## src/rtl/bi_pad_ctrl_pkg.sv

```systemverilog
// Shared types and constants for the bidirectional pad controller.
package bi_pad_ctrl_pkg;

  typedef enum logic [1:0] {
    ST_IN     = 2'd0,
    ST_TO_OUT = 2'd1,
    ST_OUT    = 2'd2,
    ST_TO_IN  = 2'd3
  } pad_state_e;

  localparam logic [1:0] PULL_NONE = 2'b00;
  localparam logic [1:0] PULL_DN   = 2'b01;
  localparam logic [1:0] PULL_UP   = 2'b10;
  localparam logic [1:0] PULL_KEEP = 2'b11;

  // Bits needed to hold a count of 0..max_val (turnaround uses max_val = TURN_CYC).
  function automatic int unsigned cnt_width(input int unsigned max_val);
    return (max_val < 1) ? 1 : $clog2(max_val + 1);
  endfunction

endpackage

```

## src/rtl/bi_pad_in_filter.sv

```systemverilog
// Pad input path: synchroniser, qualification, edge pulses. The glitch filter
// is compiled in only when BI_PAD_CTRL_GLITCH_FILTER_EN is defined.
module bi_pad_in_filter
  import bi_pad_ctrl_pkg::*;
#(
  parameter int SYNC_STAGES = 2,
  parameter int FILT_CYC    = 4
) (
  input  logic clk,
  input  logic rst_n,
  input  logic pad_y_i,
  input  logic in_mode_i,
  output logic in_data_o,
  output logic in_valid_o,
  output logic in_rise_o,
  output logic in_fall_o
);

`ifdef BI_PAD_CTRL_GLITCH_FILTER_EN
  localparam bit FILT_EN = 1'b1;
`else
  localparam bit FILT_EN = 1'b0;
`endif

  // Without the filter the in_data flop is itself the last synchroniser stage.
  localparam int CHAIN = FILT_EN ? SYNC_STAGES : SYNC_STAGES - 1;
  localparam int QUAL  = FILT_EN ? SYNC_STAGES + FILT_CYC : SYNC_STAGES;
  localparam int QCW   = cnt_width(QUAL - 1);
  localparam logic [QCW-1:0] QUAL_LAST = QCW'(QUAL - 1);

  logic [CHAIN-1:0] sync_q, sync_d;
  logic [QCW-1:0]   qcnt_q, qcnt_d;
  logic data_q, data_d, valid_q, valid_d;
  logic rise_q, rise_d, fall_q, fall_d;
  logic sample;

`ifdef BI_PAD_CTRL_GLITCH_FILTER_EN
  localparam int FCW = cnt_width(FILT_CYC - 1);
  localparam logic [FCW-1:0] FILT_LAST = FCW'(FILT_CYC - 1);
  logic [FCW-1:0] fcnt_q, fcnt_d;
`endif

  assign sample = sync_q[CHAIN-1];

  always_comb begin
    sync_d[0] = pad_y_i;
    for (int i = 1; i < CHAIN; i++) sync_d[i] = sync_q[i-1];
  end

  always_comb begin
    valid_d = in_mode_i && (qcnt_q == QUAL_LAST);
    if (!in_mode_i)               qcnt_d = '0;
    else if (qcnt_q == QUAL_LAST) qcnt_d = qcnt_q;
    else                          qcnt_d = qcnt_q + 1'b1;

    data_d = data_q;
`ifdef BI_PAD_CTRL_GLITCH_FILTER_EN
    // Counter saturates while unqualified so a settled level lands as soon as in_valid rises.
    fcnt_d = '0;
    if (sample != data_q) begin
      if (fcnt_q != FILT_LAST) fcnt_d = fcnt_q + 1'b1;
      else if (valid_d)        data_d = sample;
      else                     fcnt_d = fcnt_q;
    end
`else
    if (valid_d) data_d = sample;
`endif

    rise_d = valid_d & valid_q &  data_d & ~data_q;
    fall_d = valid_d & valid_q & ~data_d &  data_q;
  end

  always_ff @(posedge clk) begin
    if (!rst_n) begin
      sync_q  <= '0;
      qcnt_q  <= '0;
      data_q  <= 1'b0;
      valid_q <= 1'b0;
      rise_q  <= 1'b0;
      fall_q  <= 1'b0;
`ifdef BI_PAD_CTRL_GLITCH_FILTER_EN
      fcnt_q  <= '0;
`endif
    end else begin
      sync_q  <= sync_d;
      qcnt_q  <= qcnt_d;
      data_q  <= data_d;
      valid_q <= valid_d;
      rise_q  <= rise_d;
      fall_q  <= fall_d;
`ifdef BI_PAD_CTRL_GLITCH_FILTER_EN
      fcnt_q  <= fcnt_d;
`endif
    end
  end

  assign in_data_o  = data_q;
  assign in_valid_o = valid_q;
  assign in_rise_o  = rise_q;
  assign in_fall_o  = fall_q;

endmodule

```

## src/rtl/bi_pad_ctrl.sv

```systemverilog
// Bidirectional pad controller: direction turnaround FSM and registered pad controls.
// Input deglitching depends on BI_PAD_CTRL_GLITCH_FILTER_EN (see bi_pad_in_filter).
//
// state     | meaning
// ST_IN     | input mode, pulls per pull_mode, input path may qualify
// ST_TO_OUT | turnaround: driver off, pulls off, input buffer off
// ST_OUT    | driving pad_a, pulls off, input buffer off
// ST_TO_IN  | turnaround: driver off, pulls off, input buffer on
module bi_pad_ctrl
  import bi_pad_ctrl_pkg::*;
#(
  parameter int TURN_CYC    = 2,
  parameter int SYNC_STAGES = 2,
  parameter int FILT_CYC    = 4
) (
  input  logic       clk,
  input  logic       rst_n,
  input  logic       out_data,
  input  logic       out_en_req,
  input  logic [1:0] pull_mode,
  input  logic [1:0] drive_sel,
  input  logic       slew_sel,
  input  logic       schmitt_sel,
  output logic       pad_a,
  output logic       pad_oe,
  output logic       pad_ie,
  output logic       pad_pu,
  output logic       pad_pd,
  output logic       pad_pdrv0,
  output logic       pad_pdrv1,
  output logic       pad_sl,
  output logic       pad_cs,
  input  logic       pad_y,
  output logic       in_data,
  output logic       in_valid,
  output logic       in_rise,
  output logic       in_fall,
  output logic       dir_out,
  output logic       busy
);

  localparam int TCW = cnt_width(TURN_CYC);
  localparam logic [TCW-1:0] TURN_LOAD = TCW'(TURN_CYC - 1);

  pad_state_e     state_q, state_d;
  logic [TCW-1:0] tcnt_q, tcnt_d;
  logic a_q, a_d, oe_q, oe_d, ie_q, ie_d, pu_q, pu_d, pd_q, pd_d;
  logic dir_q, dir_d, busy_q, busy_d, sl_q, cs_q;
  logic [1:0] pdrv_q;

  always_comb begin
    state_d = state_q;
    tcnt_d  = tcnt_q;
    unique case (state_q)
      ST_IN: if (out_en_req) begin
        state_d = ST_TO_OUT;
        tcnt_d  = TURN_LOAD;
      end
      ST_TO_OUT: if (tcnt_q == '0) state_d = ST_OUT;
                 else              tcnt_d  = tcnt_q - 1'b1;
      ST_OUT: if (!out_en_req) begin
        state_d = ST_TO_IN;
        tcnt_d  = TURN_LOAD;
      end
      ST_TO_IN: if (tcnt_q == '0) state_d = ST_IN;
                else              tcnt_d  = tcnt_q - 1'b1;
      default: state_d = ST_IN;
    endcase

    // Controls are registered from the next state so they change on the transition edge.
    oe_d   = (state_d == ST_OUT);
    a_d    = oe_d & out_data;
    ie_d   = (state_d == ST_IN) || (state_d == ST_TO_IN);
    dir_d  = oe_d;
    busy_d = (state_d == ST_TO_OUT) || (state_d == ST_TO_IN);
    pu_d   = 1'b0;
    pd_d   = 1'b0;
    if (state_d == ST_IN) begin
      case (pull_mode)
        PULL_DN:   pd_d = 1'b1;
        PULL_UP:   pu_d = 1'b1;
        PULL_KEEP: begin
          pu_d = in_data;
          pd_d = ~in_data;
        end
        default: ;
      endcase
    end
  end

  always_ff @(posedge clk) begin
    if (!rst_n) begin
      state_q <= ST_IN;
      tcnt_q  <= '0;
      a_q     <= 1'b0;
      oe_q    <= 1'b0;
      ie_q    <= 1'b1;
      pu_q    <= 1'b0;
      pd_q    <= 1'b0;
      dir_q   <= 1'b0;
      busy_q  <= 1'b0;
      pdrv_q  <= 2'b00;
      sl_q    <= 1'b0;
      cs_q    <= 1'b0;
    end else begin
      state_q <= state_d;
      tcnt_q  <= tcnt_d;
      a_q     <= a_d;
      oe_q    <= oe_d;
      ie_q    <= ie_d;
      pu_q    <= pu_d;
      pd_q    <= pd_d;
      dir_q   <= dir_d;
      busy_q  <= busy_d;
      pdrv_q  <= drive_sel;
      sl_q    <= slew_sel;
      cs_q    <= schmitt_sel;
    end
  end

  bi_pad_in_filter #(
    .SYNC_STAGES (SYNC_STAGES),
    .FILT_CYC    (FILT_CYC)
  ) u_in_filter (
    .clk        (clk),
    .rst_n      (rst_n),
    .pad_y_i    (pad_y),
    .in_mode_i  (state_d == ST_IN),
    .in_data_o  (in_data),
    .in_valid_o (in_valid),
    .in_rise_o  (in_rise),
    .in_fall_o  (in_fall)
  );

  assign pad_a     = a_q;
  assign pad_oe    = oe_q;
  assign pad_ie    = ie_q;
  assign pad_pu    = pu_q;
  assign pad_pd    = pd_q;
  assign pad_pdrv0 = pdrv_q[0];
  assign pad_pdrv1 = pdrv_q[1];
  assign pad_sl    = sl_q;
  assign pad_cs    = cs_q;
  assign dir_out   = dir_q;
  assign busy      = busy_q;

endmodule

```

## config.mk

```make
export PLATFORM = sky130hd
export DESIGN_NAME = bi_pad_ctrl
export DESIGN_NICKNAME = d
export VERILOG_FILES = /design/src/rtl/bi_pad_ctrl_pkg.sv /design/src/rtl/bi_pad_in_filter.sv /design/src/rtl/bi_pad_ctrl.sv
export SDC_FILE = /design/constraint.sdc
export NUM_CORES = 1
export LEC_CHECK = 0
export ABC_AREA = 1
export CELL_PAD_IN_SITES_DETAIL_PLACEMENT = 1
export CELL_PAD_IN_SITES_GLOBAL_PLACEMENT = 2
export CORE_ASPECT_RATIO = 1.75
export CORE_MARGIN = 4
export CORE_UTILIZATION = 21
export CTS_BUF_LIST = sky130_fd_sc_hd__clkbuf_16
export CTS_CLUSTER_DIAMETER = 30
export DETAILED_ROUTE_END_ITERATION = 7
export PLACE_DENSITY_LB_ADDON = 0.1
export SLEW_MARGIN = 20
export SYNTH_ARGS = -nofsm -noshare
export SYNTH_HDL_FRONTEND = slang
export SYNTH_SLANG_ARGS = --single-unit
```

## constraint.sdc

```tcl
create_clock -name clk -period 1.8 [get_ports clk]
set_clock_uncertainty 0.15 [all_clocks]
set_input_delay 0.36 -clock clk [delete_from_list [all_inputs] [get_ports clk]]
set_output_delay 0.36 -clock clk [all_outputs]
set_load 0.005 [all_outputs]
```

# Word level (Yosys, flattened, before mapping)
# Index checks and enable logic that the tools add are counted.
# totals
output_inout_bits	15
input_bits	11
ff_bits	20
word_cells	61
# classes
n_reduce_logical	9
bitwise_logic	8
mux	13
n_addsub	2
n_eq_ne	12
# ops
cell	count
$mux W2	7
$eq A2 B2 Y1 const B	6
$pmux W2 S4	1
$and A1 B1 Y1	6
$eq A2 B1 Y1 const B	3
$logic_not A2 Y1	3
$ne A2 B2 Y1 const B	3
$pmux W2 S3	1
$pmux W1 S2	2
$reduce_and A3 Y1	1
$logic_or A1 B1 Y1	2
$mux W1	2
$not A1 Y1	2
$reduce_and A2 Y1	1
$reduce_or A2 Y1	1
$sub A2 B1 Y2 const B	1
$add A1 B1 Y1 const B	1
$logic_and A1 B1 Y1	1

# Logic depth before layout (Yosys ltp)
# Gate-level depths: netlist of run 1.
# logic_depth
depth_word	9
mapped_depth	11
depth_no_buf	11

# Cells and area by module
# From an unflattened synthesis of run 1, not the netlist that was laid out.
# hier_totals
hier_cells	96
hier_area_um2	790.8
# modules_own_cells
mod	area_each_um2	cells_each	seq_area_each_um2	n_inst
bi_pad_ctrl	561.8	67	280.3	1
bi_pad_in_filter	229.0	29	120.1	1

# Least setup slack after synthesis of run 1
# OpenSTA, ideal clock, no wires.
# synth_path
path_type	reg2reg
start	register tcnt_q[0]
end	register ie_q (netlist: pad_ie)
path_stages_with_launch	8
arrival_ns	1.400
n_path_buf	0
setup_time_ns	0.123
slack_ns	0.127
period_less_slack_ns	1.673
required_time_ns	1.527
cell_sequence	dfxtp_1 -> inv_1 -> ha_1 -> inv_1 -> nand2_2 -> and2_4 -> ha_1 -> or2_2
# synth_via
elab_chain_cells	5
elab_cells_between_ends	7
cone_classes	eq/ne: 1; mux: 3; reduce/logical: 3
# synth_rtl
item	line	text
start, declared	bi_pad_ctrl.sv:46	logic [TCW-1:0] tcnt_q, tcnt_d;
start signal, assigned	bi_pad_ctrl.sv:107	tcnt_q <= tcnt_d;
$logic_not A2 Y1 *	bi_pad_ctrl.sv:59, bi_pad_ctrl.sv:65	
$mux W2 (on tied branches)	bi_pad_ctrl.sv:65, bi_pad_ctrl.sv:59	
$pmux W2 S4 *	bi_pad_ctrl.sv:54	unique case (state_q)
$eq A2 B2 Y1 / $logic_not A2 Y1 (equally long branches)	bi_pad_ctrl.sv:73	ie_d = (state_d == ST_IN) || (state_d == ST_TO_IN);
$logic_or A1 B1 Y1 *	bi_pad_ctrl.sv:73	
named net ie_d	bi_pad_ctrl.sv:47	logic a_q, a_d, oe_q, oe_d, ie_q, ie_d, pu_q, pu_d, pd_q, pd_d;
end signal, assigned	bi_pad_ctrl.sv:110	ie_q <= ie_d;
end, declared	bi_pad_ctrl.sv:47	
# The timed path passes the listed nets; every way through them passes the cells marked *.
# A chain may end at the register's enable or synchronous reset.

# Worst setup path after layout of run 1
# layout_path
start	register u_in_filter.data_q (netlist: u_in_filter.in_data_o)
end	output port in_data
# layout_rtl
item	line	text
start, declared	bi_pad_in_filter.sv:33	logic data_q, data_d, valid_q, valid_d;
start signal, assigned	bi_pad_in_filter.sv:87	data_q <= data_d;
end, declared	bi_pad_ctrl.sv:34	output logic in_data,
# No word-level cell between the ends.

==> results of run 1 <==
==> metrics by stage <==
| step | hold slack (ns) | total power [mW] | TNS, ns |
|---|---|---|---|
| detailed placement | 0.3186 | 0.6830 | -0.7207 |
| CTS | 0.3272 | 1.139 | 0 |
| global placement | 0.3126 | 0.6796 | -0.6998 |
| finish | 0.3232 | 1.114 | 0 |
| floorplan | 0.3076 | 0.5795 | 0 |
| global route | 0.3395 | 1.189 | -0.01142 |
==> layer usage <==
metal	routed length, um	vias up	global-route usage [%]
met5	0	-	0
met4	38	0	6.444
met3	87	4	2.131
met2	855	12	14.97
met1	514	270	7.541
li1	-	288	-
==> placed cells by master (no fill, tap or decap) <==
master,netlist,layout
inv_4,1,1
ha_2,0,2
nor2_4,1,1
or2_1,1,1
a21oi_2,1,1
nor2_1,6,6
inv_1,16,17
buf_4,2,3
dfxtp_2,0,1
xor2_1,1,1
dfxtp_1,19,18
a21boi_0,1,1
clkdlybuf4s50_1,0,24
or2_2,1,1
clkbuf_16,0,3
a21oi_1,2,2
dlymetal6s2s_1,0,1
and2_4,1,1
nand3_2,1,1
o21ai_1,1,1
nor3_2,1,1
nand2_2,2,3
nand2_1,13,12
nand3_1,4,4
ha_1,3,1
==> Yosys cell counts <==
library cell	number
nor2_1	6
nand3_2	1
inv_4	1
buf_4	2
nand2_1	13
nand3_1	4
o21ai_1	1
a21boi_0	1
and2_4	1
inv_1	16
or2_1	1
ha_1	3
nor2_4	1
nand2_2	2
dfxtp_1	19
or2_2	1
xor2_1	1
a21oi_1	2
nor3_2	1
a21oi_2	1
==> final cells by class <==
cell class / count / area [um2] / area share, %
clock inverter: 1 / 3.754 / 0.3421
tap: 43 / 53.80 / 4.903
timing repair buffer: 28 / 275.3 / 25.09
multi-input combinational: 40 / 241.5 / 22.01
inverter: 17 / 66.31 / 6.043
sequential: 19 / 381.6 / 34.78
clock buffer: 3 / 75.07 / 6.842
==> logic make-up (layout without fill, tap and decap cells) <==
| family | after synthesis | after routing | share of synthesized area [%] |
|---|---|---|---|
| DFF | 19 | 19 | 54.68 |
| adders and majority gates | 3 | 3 | 5.396 |
| and+or+nand+nor | 31 | 31 | 22.48 |
| AOI/OAI and AO/OA | 5 | 5 | 4.496 |
| buffers and inverters | 19 | 49 | 11.69 |
| xor gates and xnor gates | 1 | 1 | 1.259 |
==> worst paths after layout <==
check	from	to
worst min register to register	u_in_filter.in_valid_o	u_in_filter.in_rise_o
worst min-delay path	u_in_filter.in_valid_o	u_in_filter.in_rise_o
worst max register to register	tcnt_q[1]	pad_ie
worst max-delay path	u_in_filter.in_data_o	in_data
==> repair_timing <==
item,CTS,global route
gates resized for setup,0,5
setup endpoints to repair,0,4
hold buffers,0,0
==> power breakdown <==
group          internal, mW  switching (mW)  total [mW]  leakage [nW]
sequential            0.458          0.0181       0.476         0.156
clock                 0.295           0.147       0.442        0.0423
combinational         0.112          0.0844       0.197         0.299
==> impl_metrics.ini, run 1 <==
[status]
outcome = finished, final reports clean

[critical_path]
crit_buf_inv = 1
cpMaxStageDelayCell = clkdlybuf4s50_1
cp.arrival_ns = 1.20
criticalPathCategory = reg2out
critPathTopFamily = buffers and inverters
start_kind = register
cpPeakStageDelay_ns = 0.54
crit_required_ns = 1.29
end_kind = output port
crit_chain = clkdlybuf4s50_1
cp_max_fo = 5
r2r_slack_ns = 0.11
r2r_cells = 7
crit_cells = 1

[cells_and_area]
drive_gt1_share_pct = 17.59
reg.largest.list = pdrv_q: 2 flops, tcnt_q: 2 flops
area_growth_pct = 57.73
fill_cells = 388
fin_area_um2 = 1097
final_nets = 123
num_antenna_cells = 0
stdcell_count = 151
utilization_pct = 34.55

[synth]
synth.ff_latch_count = 19
ys_types = 20
ys_seq_area_share_pct = 54.68
syn_inst = 78
syn_avg_cell_area_um2 = 8.919
syn-num-nets = 92
yosys.area.top_type = dfxtp_1
syn_area_um2 = 695.7
synth_area_leaders = dfxtp_1 55%, inv_1 8.6%, nand2_1 7.0%
yosysWarnings = 0
synth_top_area_share_pct = 54.68

[grt]
grt-ovfl-total = 0
grt_first_pass_wirelength_um = 2697
grt_pass1_vias = 639
antenna_found_initial = 0
grt_use_total_pct = 8.354
grt_max_degree = 11

[placed_design]
pre_cts_ws_ns = -0.1871
io_buffers = 25
place_congestion = 0.7212
placed_area_um2 = 1007
dp_cells = 147
place_hpwl_um = 1218

[clock_network]
path_clk_slew_ns = 0.05
cts_made_buffers = 3
cts_tree = built
clkSinkCount = 19
cts.htree.levels = 1
root_buffer = clkbuf_16
post_cts_buffers = 0
clkLatencyLatePin_ns = 0.25
clockBufferDepth = 2

[route]
via_per_inst = 3.801
drt-pass1-iter-count = 1
vias = 574
wl_per_cell_um = 9.901
drc = 0
antenna_left = 0
first_iter_violations = 0
drt_wl_total_um = 1495

[die]
dieArea_um2 = 4334
rows = 27
fp.dieW_um = 51.51
start_util_pct = 21.91
die_h_um = 84.14
core_area_um2 = 3176
io_pins = 26

[sta]
setup_viol = 0
fin_crit_ns = 1.709
period_share_pct = 94.92
rsz0062_at_grt = yes
tightest_slew_ns = 0.2450
hold_viol = 0
relSlewSlack_pct = 83.52
drv_slew = 0
max_freq_ghz = 0.5853
worst_slack_ns = 0.09146

[run]
drv_cap = 0

[power]
p_leak_nw = 0.4979
peakVddDrop_v = 0.0005395
power.density_nw_per_um2 = 1016

[min_path]
min_path_cells = 2
hold_class = reg2reg
(Power assumes the default switching activity.)
==> inputs of run 2 (changes only) <==
--- a/config.mk
+++ b/config.mk
@@ -10,12 +10,14 @@
 export CELL_PAD_IN_SITES_GLOBAL_PLACEMENT = 2
 export CORE_ASPECT_RATIO = 1.75
 export CORE_MARGIN = 4
-export CORE_UTILIZATION = 21
+export CORE_UTILIZATION = 22
 export CTS_BUF_LIST = sky130_fd_sc_hd__clkbuf_16
 export CTS_CLUSTER_DIAMETER = 30
 export DETAILED_ROUTE_END_ITERATION = 7
+export HOLD_SLACK_MARGIN = 0.08
 export PLACE_DENSITY_LB_ADDON = 0.1
 export SLEW_MARGIN = 20
 export SYNTH_ARGS = -nofsm -noshare
 export SYNTH_HDL_FRONTEND = slang
+export SYNTH_HIERARCHICAL = 1
 export SYNTH_SLANG_ARGS = --single-unit
==> run 2 against run 1 <==
  * Utilization up 1.1 points
  * Final area rose by 11%
  * Critical path depth up 10
==> impl_metrics.ini, run 2 <==
[status]
outcome = finished, final reports clean

[grt]
grt_max_degree = 11
grt-ovfl-total = 0
grt_pass1_vias = 712
grt_first_pass_wirelength_um = 2815
grt_use_total_pct = 8.296
antenna_found_initial = 0

[critical_path]
crit_start = tcnt_q[0]
critPathTopFamily = simple AND/OR/NAND/NOR gates
crit_buf_inv = 4
reg2reg_to = u_in_filter/in_data_o
cp_max_fo = 4
r2r_slack_ns = 0.12
r2r_cells = 11
cpPeakStageDelay_ns = 0.32
crit_chain = inv_1 > ha_1 > inv_2 > nand2_2 > nand2_1 > inv_1 > ha_4 > nand2_2 > nand2_2 > nand3_2 > inv_1
r2r-start = tcnt_q[0]
end_kind = register
cpMaxStageDelayCell = dfxtp_1
crit_required_ns = 1.79
start_kind = register
cp.arrival_ns = 1.67
crit_cells = 11
criticalPathCategory = reg2reg

[die]
fp.dieW_um = 53.32
start_util_pct = 23.03
io_pins = 26
dieArea_um2 = 4655
core_area_um2 = 3433
rows = 28
die_h_um = 87.31

[min_path]
min_to = tcnt_q[1]
min_path_cells = 2
hold_class = reg2reg
hold_start = tcnt_q[1]

[sta]
worst_slack_ns = 0.1231
tightest_slew_ns = 0.2635
max_freq_ghz = 0.5963
fin_crit_ns = 1.677
holdWs_ns = 0.3428
drv_slew = 0
setup_viol = 0
period_share_pct = 93.16
relSlewSlack_pct = 82.38
fin_tns_setup_ns = 0
hold_viol = 0
rsz0062_at_grt = no

[synth]
synthMuxAreaShare_pct = 0
syn_area_um2 = 790.8
syn_avg_cell_area_um2 = 8.237
synth_top_area_share_pct = 50.63
ys_async_sr_fraction_pct = 0
synth_area_leaders = dfxtp_1 51%, inv_1 12%, nand2_1 8.1%
syn_inst = 96
syn-num-nets = 112
synth_fa_ha_area_share_pct = 7.911
synth_most_common_cell = inv_1
synth_compound_area_share_pct = 3.165
synth.ff_latch_count = 20
synth_edf_count = 0
ys.flop_type = dfxtp_1
synth_xor_area_share_pct = 0
synthTopCellsByCount = 26 x inv_1, 20 x dfxtp_1, 17 x nand2_1
ys_seq_area_share_pct = 50.63
yosysWarnings = 6
synth_top_family_by_area = simple AND/OR/NAND/NOR gates
yosys.area.top_type = dfxtp_1
ys_types = 19
synthSimpleGateAreaFrac_pct = 24.53

[cells_and_area]
final_cell_mix = 25 x clkdlybuf4s50_1, 24 x inv_1, 20 x dfxtp_1
regArea_um2 = 400.4
fill_cells = 446
reg.largest.list = pdrv_q: 2 flops, state_q: 2 flops, tcnt_q: 2 flops
area_growth_pct = 54.59
drive_gt1_share_pct = 17.05
multiInputGateArea_um2 = 294.0
num_antenna_cells = 0
final_nets = 147
final_common_cell = clkdlybuf4s50_1
utilization_pct = 35.61

[placed_design]
place_congestion = 0.6968
pre_cts_ws_ns = -0.1847
io_buffers = 25
place_hpwl_um = 1436

[route]
drt-pass1-iter-count = 3
antenna_left = 0
wl_per_cell_um = 9.816
drt_wl_total_um = 1708
first_iter_violations = 11
vias = 679
via_per_inst = 3.902
drc = 0

[power]
internal-power_mw = 0.9180
peakVddDrop_v = 0.0003977
p_switching_mw = 0.2884
pwr-share-seq_pct = 41.7
swShare_pct = 23.90
clkPwrFrac_pct = 36.3
p_leak_nw = 0.5871
power.density_nw_per_um2 = 986.9
combPwrFrac_pct = 22.0

[clock_network]
clkLatencyLatePin_ns = 0.25
root_buffer = clkbuf_16
cts_tree = built
cts.htree.levels = 1
path_clk_slew_ns = 0.05
cts_made_buffers = 3
clkSinkCount = 20
clockBufferDepth = 2

[run]
drv_cap = 0
run 2: cell types whose count changed after synthesis, moves of 2 or more:
cell and delta:
inv_1 +10, nand2_1 +4, nor2_1 +2, ha_1 +2, a21oi_1 -2
run 2: how the worst max path moves through the flow:
stage / endpoint
after global placement: u_in_filter/in_data_o
after floorplan: u_in_filter/in_data_o
after CTS: u_in_filter/in_rise_o
after detailed placement: u_in_filter/in_data_o
final: u_in_filter/in_data_o
after global routing: u_in_filter/in_data_o
run 2: routing by layer:
layer,up-vias,track usage (%),wire [um]
met1,320,6.597,580
li1,345,-,-
met5,-,0,0
met2,12,15.87,990
met4,0,5.581,25
met3,2,2.573,111
run 2: area by class of cell:
| type | count | share of cell area (%) |
|---|---|---|
| Timing Repair Buffer | 31 | 24.16 |
| Clock buffer | 3 | 6.141 |
| Inverter | 27 | 8.291 |
| Tap cell | 45 | 4.606 |
| Sequential cell | 20 | 32.75 |
| Multi-Input combinational cell | 48 | 24.05 |
run 2: kinds of logic (layout without fill, tap and decap cells):
kind of cell / after synthesis / count (layout)
and+or+nand+nor: 39 / 39
buffers and inverters: 28 / 61
DFF: 20 / 20
adders and majority gates: 5 / 5
AOI/OAI and AO/OA: 4 / 4
run 2: power by group through the flow:
stage / clock network [mW] / logic, mW / registers, mW
6_report: 0.438 / 0.266 / 0.503
5_1_grt: 0.469 / 0.304 / 0.508
3_3_place_gp: 0 / 0.257 / 0.513
2_1_floorplan: 0 / 0.121 / 0.513
4_1_cts: 0.461 / 0.259 / 0.504
3_5_place_dp: 0 / 0.259 / 0.513
run 2: metrics by stage:
step,total power [mW],instance area [um2],instances
floorplan,0.6345,790.8,96
global placement,0.7697,1135,171
detailed placement,0.7720,1135,171
CTS,1.224,1210,174
global route,1.280,1222,174
finish,1.206,1222,174
run 2: worst register-to-register path, stage by stage, from the launching register on:
cell,delay (ns)
dfxtp_1,0.32
inv_1,0.06
ha_1,0.23
inv_2,0.09
nand2_2,0.07
nand2_1,0.10
inv_1,0.08
ha_4,0.18
nand2_2,0.11
nand2_2,0.07
nand3_2,0.09
inv_1,0.04
run 2: what timing repair did:
action / 4_1_cts / 5_1_grt
hold buffers: 0 / 0
buffers inserted: 0 / 0
resized for setup: 0 / 4
endpoints found under the setup margin: 0 / 5
